===== src/rtl/insn_queue_pkg.sv =====
// insn_queue_pkg: shared constants and types for the fetch-to-decode instruction queue.
// Holds the default pc/instruction widths, the default depth and the entry record layout.
// Build option: INSN_QUEUE_BYPASS_EN (consumed by insn_queue, not by this package).
package insn_queue_pkg;

  localparam int INSN_QUEUE_DWIDTH = 32;
  localparam int INSN_QUEUE_AWIDTH = 32;
  localparam int INSN_QUEUE_DEPTH  = 4;

  // One buffered fetch result at the default widths; pc sits in the upper bits.
  typedef struct packed {
    logic [INSN_QUEUE_AWIDTH-1:0] pc;
    logic [INSN_QUEUE_DWIDTH-1:0] insn;
  } insn_queue_entry_t;

  // Width of an occupancy counter that must represent 0..depth inclusive.
  function automatic int insn_queue_cnt_w(input int depth);
    return $clog2(depth + 1);
  endfunction

endpackage


===== src/rtl/insn_queue_ptr.sv =====
// insn_queue_ptr: wrap-around pointer register used for the queue head and tail.
// Latency: pointer moves on the clock edge after inc or clr; clr wins over inc.
// Ports: clk, rst (async, active-high), inc (advance by one), clr (return to 0), ptr (current value).
module insn_queue_ptr #(
  parameter int W = 2
) (
  input  logic         clk,
  input  logic         rst,
  input  logic         inc,
  input  logic         clr,
  output logic [W-1:0] ptr
);

  // Width is exactly log2(depth), so the natural binary overflow is the wrap.
  always_ff @(posedge clk or posedge rst) begin
    if (rst) begin
      ptr <= '0;
    end else if (clr) begin
      ptr <= '0;
    end else if (inc) begin
      ptr <= ptr + W'(1);
    end
  end

endmodule


===== src/rtl/insn_queue.sv =====
// insn_queue: program-order decoupling queue between fetch and decode, with redirect flush.
// Latency: 1 cycle enqueue-to-dequeue; 0 cycles when empty and INSN_QUEUE_BYPASS_EN is defined.
// Backpressure: enq_ready_o = !full && !flush_i (never looks at deq_ready_i); full rejects even on same-cycle dequeue.
// Ports: clk, rst (async, active-high); enq_valid_i/enq_ready_o/enq_pc_i/enq_insn_i from fetch;
//        deq_valid_o/deq_ready_i/deq_pc_o/deq_insn_o to decode; flush_i drops everything; count_o is occupancy.
// Build option: INSN_QUEUE_BYPASS_EN enables the empty-queue combinational pass-through.
module insn_queue
  import insn_queue_pkg::*;
#(
  parameter int DWIDTH = INSN_QUEUE_DWIDTH,
  parameter int AWIDTH = INSN_QUEUE_AWIDTH,
  parameter int DEPTH  = INSN_QUEUE_DEPTH,
  localparam int PW    = $clog2(DEPTH),
  localparam int CW    = insn_queue_cnt_w(DEPTH)
) (
  input  logic              clk,
  input  logic              rst,
  input  logic              enq_valid_i,
  output logic              enq_ready_o,
  input  logic [AWIDTH-1:0] enq_pc_i,
  input  logic [DWIDTH-1:0] enq_insn_i,
  output logic              deq_valid_o,
  input  logic              deq_ready_i,
  output logic [AWIDTH-1:0] deq_pc_o,
  output logic [DWIDTH-1:0] deq_insn_o,
  input  logic              flush_i,
  output logic [CW-1:0]     count_o
);

  // Same layout as insn_queue_entry_t, but sized by this instance's parameters.
  typedef struct packed {
    logic [AWIDTH-1:0] pc;
    logic [DWIDTH-1:0] insn;
  } entry_t;

  localparam logic [CW-1:0] FULL_CNT = CW'(DEPTH);

  entry_t        storage [DEPTH];
  logic [PW-1:0] head;
  logic [PW-1:0] tail;
  logic [CW-1:0] count;

  logic empty;
  logic full;
  logic enq_fire;
  logic byp;
  logic wr_en;
  logic rd_en;

  assign empty = (count == '0);
  assign full  = (count == FULL_CNT);

  // rst is folded in so fetch sees "not ready" for the whole reset window.
  assign enq_ready_o = !rst && !full && !flush_i;
  assign enq_fire    = enq_valid_i && enq_ready_o;

`ifdef INSN_QUEUE_BYPASS_EN
  // Empty queue forwards the offered entry straight to decode in the same cycle.
  assign byp = empty && enq_valid_i && !flush_i && !rst;
`else
  assign byp = 1'b0;
`endif

  // A bypassed entry that decode takes immediately never lands in storage.
  assign wr_en = enq_fire && !(byp && deq_ready_i);
  // Only stored entries move the head; a bypass handshake leaves it alone.
  assign rd_en = !empty && !flush_i && deq_ready_i;

  assign deq_valid_o = byp || (!empty && !flush_i);
  assign count_o     = count;

  // Head data is shown even when not valid so decode sees a stable bus.
  always_comb begin
    deq_pc_o   = storage[head].pc;
    deq_insn_o = storage[head].insn;
    if (byp) begin
      deq_pc_o   = enq_pc_i;
      deq_insn_o = enq_insn_i;
    end
  end

  insn_queue_ptr #(.W(PW)) u_head (
    .clk (clk),
    .rst (rst),
    .inc (rd_en),
    .clr (flush_i),
    .ptr (head)
  );

  insn_queue_ptr #(.W(PW)) u_tail (
    .clk (clk),
    .rst (rst),
    .inc (wr_en),
    .clr (flush_i),
    .ptr (tail)
  );

  // Occupancy is tracked separately so equal pointers are unambiguous (empty vs full).
  always_ff @(posedge clk or posedge rst) begin
    if (rst) begin
      count <= '0;
    end else if (flush_i) begin
      count <= '0;
    end else if (wr_en && !rd_en) begin
      count <= count + CW'(1);
    end else if (!wr_en && rd_en) begin
      count <= count - CW'(1);
    end
  end

  // Storage is cleared by reset only; a flush just rewinds the pointers.
  always_ff @(posedge clk or posedge rst) begin
    if (rst) begin
      for (int i = 0; i < DEPTH; i++) begin
        storage[i] <= '0;
      end
    end else if (wr_en) begin
      storage[tail] <= '{pc: enq_pc_i, insn: enq_insn_i};
    end
  end

  // Sanity properties on the occupancy bookkeeping.
  a_count_bound : assert property (@(posedge clk) disable iff (rst) count <= FULL_CNT);
  a_no_wr_full  : assert property (@(posedge clk) disable iff (rst) full |-> !wr_en);
  a_no_rd_empty : assert property (@(posedge clk) disable iff (rst) empty |-> !rd_en);

endmodule


===== config.mk =====
export PLATFORM = sky130hd
export DESIGN_NAME = insn_queue
export DESIGN_NICKNAME = d
export VERILOG_FILES = /design/src/rtl/insn_queue_pkg.sv /design/src/rtl/insn_queue_ptr.sv /design/src/rtl/insn_queue.sv
export SDC_FILE = /design/constraint.sdc
export NUM_CORES = 1
export LEC_CHECK = 0
export CAP_MARGIN = 0
export CORE_MARGIN = 3
export CORE_UTILIZATION = 56
export DETAILED_ROUTE_END_ITERATION = 6
export GPL_TIMING_DRIVEN = 1
export PLACE_DENSITY = 0.81
export SYNTH_ARGS = -nofsm -noshare
export SYNTH_HDL_FRONTEND = slang
export SYNTH_SLANG_ARGS = --single-unit

===== constraint.sdc =====
create_clock -name clk -period 14.42 [get_ports clk]
set_input_delay 4.326 -clock clk [delete_from_list [all_inputs] [get_ports clk]]
set_output_delay 4.326 -clock clk [all_outputs]
set_load 0.02 [all_outputs]

==> results of run 1 <==
==> Yosys cell counts, types with 2 or more instances <==
| cell type | count |
|---|---|
| inv_1 | 6 |
| dfrtp_1 | 263 |
| mux4_2 | 64 |
| buf_1 | 4 |
| nand2b_1 | 2 |
| nor2_1 | 5 |
| xnor2_1 | 2 |
| o22ai_1 | 2 |
| nor2b_1 | 2 |
| a21oi_1 | 4 |
| buf_6 | 24 |
| o21ai_0 | 5 |
| ha_1 | 4 |
| nor3_1 | 3 |
| mux2_2 | 257 |
| nand2_2 | 4 |
| clkbuf_1 | 7 |
| buf_2 | 6 |
| nor3b_1 | 2 |
| nand2_1 | 2 |
==> layer usage <==
layer	up-vias	global-route usage (%)	wire, µm	share of wire (%)
li1	2796	-	-	-
met1	3476	27.9	9810	40
met2	166	38.9	12600	52
met3	38	5.15	1510	6.2
met4	2	5.49	409	1.7
met5	-	0	13	0.053
==> layout make-up <==
class	instances	area share, %
clock inverter	7	0.429
inverter	6	0.214
multi-input combinational	367	33.5
clock buffer	45	6.40
sequential	263	47.1
tap	270	2.41
timing repair buffer	141	10.0
==> how the worst max path moves through the flow <==
stage | startpoint | end | cells past startpoint
final | flush_i | enq_ready_o | 3
after CTS | flush_i | enq_ready_o | 3
after global routing | flush_i | enq_ready_o | 3
after floorplan | rst | count_o[0]$_DFFE_PP0P_ | 1
after global placement | flush_i | enq_ready_o | 3
after detailed placement | flush_i | enq_ready_o | 3
==> worst max-delay path: stages <==
cell and delay, ns:
clkdlybuf4s50_1 0.63, nor3_1 0.29, clkdlybuf4s50_1 0.64
==> power breakdown <==
group	switching [mW]	internal (mW)	leakage [nW]	total [mW]
logic	0.289	0.388	2.42	0.677
registers	0.0869	0.880	3.44	0.967
clock network	0.281	0.440	0.480	0.721
==> state kept, by name, summed over array words and instances, names as in the netlist <==
register,count
storage,256
u_head.ptr,2
count_o,3
u_tail.ptr,2
==> cell families (layout without fill, tap and decap cells) <==
family                     after synthesis  after routing  synth area share (%)
AOI/OAI and AO/OA                       13             13                 0.635
buffers and inverters                   48            199                  3.18
adders and majority gates                5              5                 0.603
xor gates and xnor gates                 3              3                 0.226
and+or+nand+nor                         24             24                  1.32
DFF                                    263            263                  56.6
muxes                                  322            322                  37.4
==> stage by stage <==
step / instance area [µm²] / instances
6_report: 14000 / 1099
5_1_grt: 14000 / 1099
4_1_cts: 14000 / 1099
3_5_place_dp: 13000 / 1047
3_3_place_gp: 13000 / 1047
2_1_floorplan: 11600 / 678
==> results.sh, run 1 <==
export IMPL_end_kind="output port"
export IMPL_cts_buffers=28
export IMPL_ant_nets=0
export IMPL_hold_buffers=0
export IMPL_drt_iter0_markers=293
export IMPL_die_w_um=150
export IMPL_synth_seq_cells=263
export IMPL_peakVddDrop_mv=0.106
export IMPL_holdWs_ns=0.500
export IMPL_wl_mm=24.4
export IMPL_diodes=0
export IMPL_grt_pass1_wl_mm=39.3
export IMPL_wire_per_inst_um=22.2
export IMPL_io_buffers=137
export IMPL_p_per_area_nw_per_um2=169
export IMPL_nets=881
export IMPL_routabilityCongestion=0.744
export IMPL_io_pins=138
export IMPL_synth_area_top_cells="dfrtp_1 57%, mux2_2 25%, mux4_2 12%"
export IMPL_finalMaxSlewViolations=0
export IMPL_post_route_period_util_pct=70.8
export IMPL_power_total_mw=2.36
export IMPL_nFillCells=1327
export IMPL_final_cell_mix="261 x dfrtp_1, 257 x mux2_2, 137 x clkdlybuf4s50_1"
export IMPL_criticalPathCategory="input port to output port"
export IMPL_synth_edf_count=0
export IMPL_period_needed_ns=10.21
export IMPL_rrSetupSlack_ns=11.52
export IMPL_syn_to_final_growth_pct=20.5
export IMPL_fmax_mhz=98.0
export IMPL_leakagePower_nw=6.35
export IMPL_seq_area_um2=6590
export IMPL_hold_viol_final=0
export IMPL_synth_net_count=752
export IMPL_antenna_found_initial=1
export IMPL_arrival_ns=5.88
export IMPL_detailedPlace_worstSlack_ns=4.24
export IMPL_relSlewSlack_pct=27.2
export IMPL_cap_viol_max_count=0
export IMPL_tritoncts="done"
export IMPL_avgViaCountPerCell=5.89
export IMPL_dieArea_um2=22500
export IMPL_final_util_pct=69.0
export IMPL_cts_htree_levels=1
export IMPL_rows=52
export IMPL_rsz0062_at_grt="no"
export IMPL_grt_usage_pct=22.1
export IMPL_reg2reg_from="count_o[2]$_DFFE_PP0P_"
export IMPL_required_ns=10.09
export IMPL_grt_pass1_vias=7446
export IMPL_yosysTopAreaCell="dfrtp_1"
export IMPL_ff2ff_path_depth=4
export IMPL_post_cts_buffers=0
export IMPL_synthCells=678
export IMPL_worst_slew_pin_slew_ns=1.09
export IMPL_layout_drive_gt1_share_pct=45.8
export IMPL_core_area_um2=20300
export IMPL_clk_insertion_delay_late_ns=0.52
export IMPL_setup_violations=0
export IMPL_min_path_type="register to register"
export IMPL_fin_ws_ns=4.21
export IMPL_ys_flop_type="dfrtp_1"
export IMPL_clock_sinks=263
export IMPL_startpoint_type="input port"
export IMPL_rr_endpoint="storage[57]$_DFFE_PP0P_"
export IMPL_grt_max_degree=103
export IMPL_synth_top_area_share_pct=56.6
export IMPL_outcome="completed"
export IMPL_clk_pin_slew_worst_paths_ns=0.06
export IMPL_yosysSeqAreaShare_pct=56.6
export IMPL_netlist_area_um2=11600
export IMPL_synth_avg_cell_area_um2=17.1
export IMPL_overflow=0
export IMPL_drc=0
export IMPL_firstDrtPassIters=4
export IMPL_start_util_pct=57.2
export IMPL_cts_buffer_depth=3
export IMPL_hp_start="storage[68]$_DFFE_PP0P_"
export IMPL_async_flop_share_pct=100
export IMPL_finalClockSkew_ns=0.0117
export IMPL_yosysWarnings=0
export IMPL_layout_commonest_cell="dfrtp_1"
export IMPL_post_cts_resized=0
export IMPL_cts_root_buffer="clkbuf_16"
export IMPL_holdPathStages=1
export IMPL_die_height_um=150
export IMPL_multiInputGateArea_um2=4690
export IMPL_vias=6478
export IMPL_final_setup_tns_ns=0
export IMPL_worstPathMaxFanout=12
export IMPL_dpl_hpwl_mm=15.0
export IMPL_min_to="storage[68]$_DFFE_PP0P_"
export IMPL_synth_cell_types=30
(Power assumes the default switching activity.)
==> run 2: changes to the inputs <==
--- a/config.mk
+++ b/config.mk
@@ -7,10 +7,10 @@
 export LEC_CHECK = 0
 export CAP_MARGIN = 0
 export CORE_MARGIN = 3
-export CORE_UTILIZATION = 56
+export CORE_UTILIZATION = 51
 export DETAILED_ROUTE_END_ITERATION = 6
 export GPL_TIMING_DRIVEN = 1
-export PLACE_DENSITY = 0.81
+export PLACE_DENSITY = 0.78
 export SYNTH_ARGS = -nofsm -noshare
 export SYNTH_HDL_FRONTEND = slang
 export SYNTH_SLANG_ARGS = --single-unit
==> constraint.sdc (replaced) <==
create_clock -name clk -period 8.2 [get_ports clk]
set_input_delay 2.46 -clock clk [delete_from_list [all_inputs] [get_ports clk]]
set_output_delay 2.46 -clock clk [all_outputs]
set_load 0.02 [all_outputs]
==> run 2 against run 1 <==
Effect of this change: non-clock buffer count stayed put; hold slack hardly changed; clock skew is 0.0030 ns lower; global-route usage is 2.4 points lower; utilization is 5.7 points lower; critical path type unchanged.
==> results.sh, run 2 (synthesized netlist as in run 1, its figures left out) <==
export IMPL_antenna_found_initial=1
export IMPL_largest_reg_flops=256
export IMPL_grt_max_degree=152
export IMPL_grtUsageMet3_pct=5.25
export IMPL_wire_per_inst_um=21.9
export IMPL_layout_commonest_cell="dfrtp_1"
export IMPL_busiest_layer="met2"
export IMPL_start_util_pct=52.6
export IMPL_clock_sinks=263
export IMPL_endpoint="enq_ready_o"
export IMPL_rsz0062_at_grt="no"
export IMPL_rows=54
export IMPL_io_buffers=137
export IMPL_hold_buffers=0
export IMPL_final_cell_mix="261 x dfrtp_1, 257 x mux2_2, 137 x clkdlybuf4s50_1"
export IMPL_routabilityCongestion=0.746
export IMPL_die_w_um=157
export IMPL_relSlewSlack_pct=25.6
export IMPL_startpoint_type="input port"
export IMPL_io_pins=138
export IMPL_cts_htree_levels=1
export IMPL_criticalPathCategory="input port to output port"
export IMPL_worst_slew_pin_slew_ns=1.12
export IMPL_die_height_um=157
export IMPL_cts_buffer_depth=3
export IMPL_finalClockSkew_ns=0.00877
export IMPL_period_needed_ns=6.45
export IMPL_reg2reg_from="count_o[2]$_DFFE_PP0P_"
export IMPL_cts_buffers=28
export IMPL_final_setup_tns_ns=0
export IMPL_rrSetupSlack_ns=5.28
export IMPL_nets=881
export IMPL_rr_endpoint="storage[97]$_DFFE_PP0P_"
export IMPL_post_cts_buffers=0
export IMPL_outcome="completed"
export IMPL_setup_violations=0
export IMPL_power_total_mw=4.10
export IMPL_hold_viol_final=0
export IMPL_drc=0
export IMPL_fmax_mhz=155
export IMPL_dieArea_um2=24600
export IMPL_dpl_hpwl_mm=14.4
export IMPL_arrival_ns=3.99
export IMPL_grt_util_met1_pct=25.3
export IMPL_vias=6396
export IMPL_nFillCells=1558
export IMPL_multiInputGateArea_um2=4690
export IMPL_clk_pin_slew_worst_paths_ns=0.05
export IMPL_ff2ff_path_depth=4
export IMPL_layout_drive_gt1_share_pct=45.5
export IMPL_avgViaCountPerCell=5.79
export IMPL_cts_root_buffer="clkbuf_16"
export IMPL_crit_start="flush_i"
export IMPL_end_kind="output port"
export IMPL_drt_iter0_markers=280
export IMPL_grt_pass1_vias=7346
export IMPL_cap_viol_max_count=0
export IMPL_wl_mm=24.2
export IMPL_post_cts_resized=0
export IMPL_tritoncts="done"
export IMPL_seq_area_um2=6590
export IMPL_ant_nets=0
export IMPL_required_ns=5.74
export IMPL_grt_usage_pct=19.8
export IMPL_grtUsageMet2_pct=34.1
export IMPL_finalMaxSlewViolations=0
export IMPL_peakVddDrop_mv=0.209
export IMPL_syn_to_final_growth_pct=20.3
export IMPL_largest_register="storage"
export IMPL_worstPathMaxFanout=12
export IMPL_core_area_um2=22100
export IMPL_min_path_type="register to register"
export IMPL_leakagePower_nw=6.31
export IMPL_firstDrtPassIters=4
export IMPL_clk_insertion_delay_late_ns=0.53
export IMPL_diodes=0
export IMPL_post_route_period_util_pct=78.7
export IMPL_grt_pass1_wl_mm=38.6
export IMPL_p_per_area_nw_per_um2=294
export IMPL_overflow=0
[run 2: how the worst min path moves through the flow]
stage,start,end,cells past startpoint
after floorplan,storage[100]$_DFFE_PP0P_,storage[100]$_DFFE_PP0P_,1
after global placement,storage[155]$_DFFE_PP0P_,storage[155]$_DFFE_PP0P_,1
after detailed placement,storage[69]$_DFFE_PP0P_,storage[69]$_DFFE_PP0P_,1
after CTS,storage[101]$_DFFE_PP0P_,storage[101]$_DFFE_PP0P_,1
after global routing,storage[122]$_DFFE_PP0P_,storage[122]$_DFFE_PP0P_,1
final,storage[101]$_DFFE_PP0P_,storage[101]$_DFFE_PP0P_,1
[run 2: cell type report]
| class | count | share of cell area [%] |
|---|---|---|
| clock inverters | 5 | 0.439 |
| repair buffers | 141 | 10.1 |
| clock buffers | 43 | 6.06 |
| multi-input cells | 367 | 33.6 |
| inverters | 6 | 0.188 |
| well taps | 280 | 2.51 |
| flip-flops and latches | 263 | 47.1 |
[run 2: where the power goes]
part,internal [mW],total (mW),switching [mW]
clock network,0.736,1.22,0.484
logic,0.682,1.17,0.490
registers,1.55,1.71,0.165
[run 2: metrics by stage]
| stage | util, % | worst slack [ns] | std cells | hold slack, ns | cell area [µm²] |
|---|---|---|---|---|---|
| after floorplan | - | 2.27 | 678 | 0.474 | 11600 |
| after global placement | 59.2 | 1.76 | 1057 | 0.481 | 13100 |
| after detailed placement | 59.2 | 1.73 | 1057 | 0.488 | 13100 |
| after CTS | 63.3 | 1.73 | 1105 | 0.501 | 14000 |
| after global routing | 63.3 | 1.65 | 1105 | 0.505 | 14000 |
| final | 63.3 | 1.75 | 1105 | 0.500 | 14000 |
[run 2: per-layer routing]
| layer | routed length [µm] | share of wire, % |
|---|---|---|
| met4 | 446 | 1.8 |
| met5 | 13 | 0.054 |
| met1 | 9840 | 41 |
| met3 | 1570 | 6.5 |
| met2 | 12300 | 51 |
[run 2: critical path: stages]
cell	delay, ns
clkdlybuf4s50_1	0.64
nor3_1	0.26
clkdlybuf4s50_1	0.63
==> run 3: changes to the inputs <==
==> constraint.sdc (replaced) <==
create_clock -name clk -period 5.19 [get_ports clk]
set_input_delay 1.557 -clock clk [delete_from_list [all_inputs] [get_ports clk]]
set_output_delay 1.557 -clock clk [all_outputs]
set_load 0.02 [all_outputs]
==> run 3 against run 2 <==
Effect of this change: setup slack got worse by 1.1 ns; wire length grew 0.87%; sequential power up 57%; global-route usage increased by 0.29 points; power increased by 60%; critical path depth did not move; first-iteration DRC count is 25% lower; clock power up 62%; register-to-register slack worse by 2.9 ns; cell area is 1.2% higher; combinational power rose by 62%.
==> results.sh, run 3 (synthesized netlist as in run 1, its figures left out) <==
export IMPL_outcome="completed"
export IMPL_post_route_cell_area_um2=14100
export IMPL_worstPathMaxFanout=4
export IMPL_min_path_type="register to register"
export IMPL_clk_insertion_delay_late_ns=0.52
export IMPL_hold_buffers=0
export IMPL_startpoint_type="input port"
export IMPL_rsz0062_at_grt="no"
export IMPL_tritoncts="done"
export IMPL_hold_viol_final=0
export IMPL_cts_htree_levels=1
export IMPL_io_buffers=137
export IMPL_drc=0
export IMPL_wire_per_inst_um=21.8
export IMPL_reg2reg_from="count_o[2]$_DFFE_PP0P_"
export IMPL_busiest_layer="met2"
export IMPL_min_to="storage[61]$_DFFE_PP0P_"
export IMPL_cts_buffer_depth=3
export IMPL_grt_pass1_vias=7539
export IMPL_peakVddDrop_mv=0.300
export IMPL_finalMaxSlewViolations=0
export IMPL_setup_violations=0
export IMPL_arrival_ns=2.94
export IMPL_diodes=0
export IMPL_finalClockSkew_ns=0.0128
export IMPL_grtUsageMet2_pct=35.1
export IMPL_p_per_area_nw_per_um2=463
export IMPL_post_route_period_util_pct=86.6
export IMPL_final_cell_mix="261 x dfrtp_1, 257 x mux2_2, 137 x clkdlybuf4s50_1"
export IMPL_nFillCells=1549
export IMPL_fmax_mhz=222
export IMPL_worst_slew_pin_slew_ns=1.03
export IMPL_wl_mm=24.4
export IMPL_avgViaCountPerCell=5.80
export IMPL_leakagePower_nw=6.40
export IMPL_criticalPathCategory="input port to output port"
export IMPL_cts_root_buffer="clkbuf_16"
export IMPL_grt_max_degree=93
export IMPL_end_kind="output port"
export IMPL_drt_iter0_markers=211
export IMPL_dpl_hpwl_mm=15.5
export IMPL_cap_viol_max_count=0
export IMPL_ant_nets=0
export IMPL_period_needed_ns=4.50
export IMPL_postPlaceCellArea_um2=13200
export IMPL_rrSetupSlack_ns=2.38
export IMPL_io_pins=138
export IMPL_cts_buffers=28
export IMPL_layout_drive_gt1_share_pct=46.1
export IMPL_post_cts_buffers=0
export IMPL_vias=6480
export IMPL_post_cts_resized=0
export IMPL_dieArea_um2=24600
export IMPL_holdPathStages=1
export IMPL_rows=54
export IMPL_required_ns=3.63
export IMPL_grt_usage_pct=20.1
export IMPL_clock_sinks=263
export IMPL_start_util_pct=52.6
export IMPL_routabilityCongestion=0.749
export IMPL_ff2ff_path_depth=6
export IMPL_core_area_um2=22100
export IMPL_overflow=0
export IMPL_grt_pass1_wl_mm=39.3
export IMPL_grt_util_met1_pct=25.8
export IMPL_die_w_um=157
export IMPL_layout_commonest_cell="dfrtp_1"
export IMPL_syn_to_final_growth_pct=21.7
export IMPL_grtUsageMet3_pct=4.87
export IMPL_rr_endpoint="storage[12]$_DFFE_PP0P_"
export IMPL_hp_start="storage[61]$_DFFE_PP0P_"
export IMPL_relSlewSlack_pct=31.2
export IMPL_largest_reg_flops=256
export IMPL_antenna_found_initial=1
export IMPL_largest_register="storage"
export IMPL_die_height_um=157
export IMPL_nets=893
export IMPL_clk_pin_slew_worst_paths_ns=0.05
export IMPL_final_setup_tns_ns=0
export IMPL_firstDrtPassIters=4
-- run 3: cell type report --
cell class / instances / area, µm² / share of cell area [%]
Sequential cell: 263 / 6590 / 46.6
Multi-Input combinational cell: 367 / 4690 / 33.2
Timing Repair Buffer: 153 / 1550 / 11.0
Clock buffer: 44 / 862 / 6.10
Tap cell: 280 / 350 / 2.48
Clock inverter: 4 / 70.1 / 0.495
Inverter: 6 / 26.3 / 0.186
-- run 3: per-stage QoR --
step,hold slack (ns),instances,total power [mW],worst slack [ns],util [%]
floorplan,0.474,678,3.84,0.163,-
global placement,0.481,1069,4.52,0.676,59.8
detailed placement,0.488,1069,4.63,0.685,59.8
CTS,0.502,1117,6.63,0.689,64.0
global route,0.513,1117,6.85,0.641,64.0
finish,0.501,1117,6.55,0.693,64.0
-- run 3: worst max path at each step --
stage / end / from / slack, ns
after floorplan: count_o[0]$_DFFE_PP0P_ / rst / 0.16
after global placement: enq_ready_o / rst / 0.68
after detailed placement: enq_ready_o / rst / 0.69
after CTS: enq_ready_o / rst / 0.69
after global routing: enq_ready_o / rst / 0.64
final: enq_ready_o / rst / 0.69
-- run 3: critical path, stage by stage --
cell             delay (ns)
clkdlybuf4s50_1        0.53
nor3_1                 0.22
clkdlybuf4s50_1        0.63
-- run 3: power by group --
part | internal (mW) | switching (mW)
Sequential | 2.45 | 0.230
Combinational | 1.09 | 0.810
Clock | 1.23 | 0.750
-- run 3: per-layer routing --
layer | wire length [µm] | up-vias
met5 | 13 | -
met4 | 423 | 2
met3 | 1380 | 37
met2 | 12400 | 146
met1 | 10100 | 3475
li1 | - | 2820
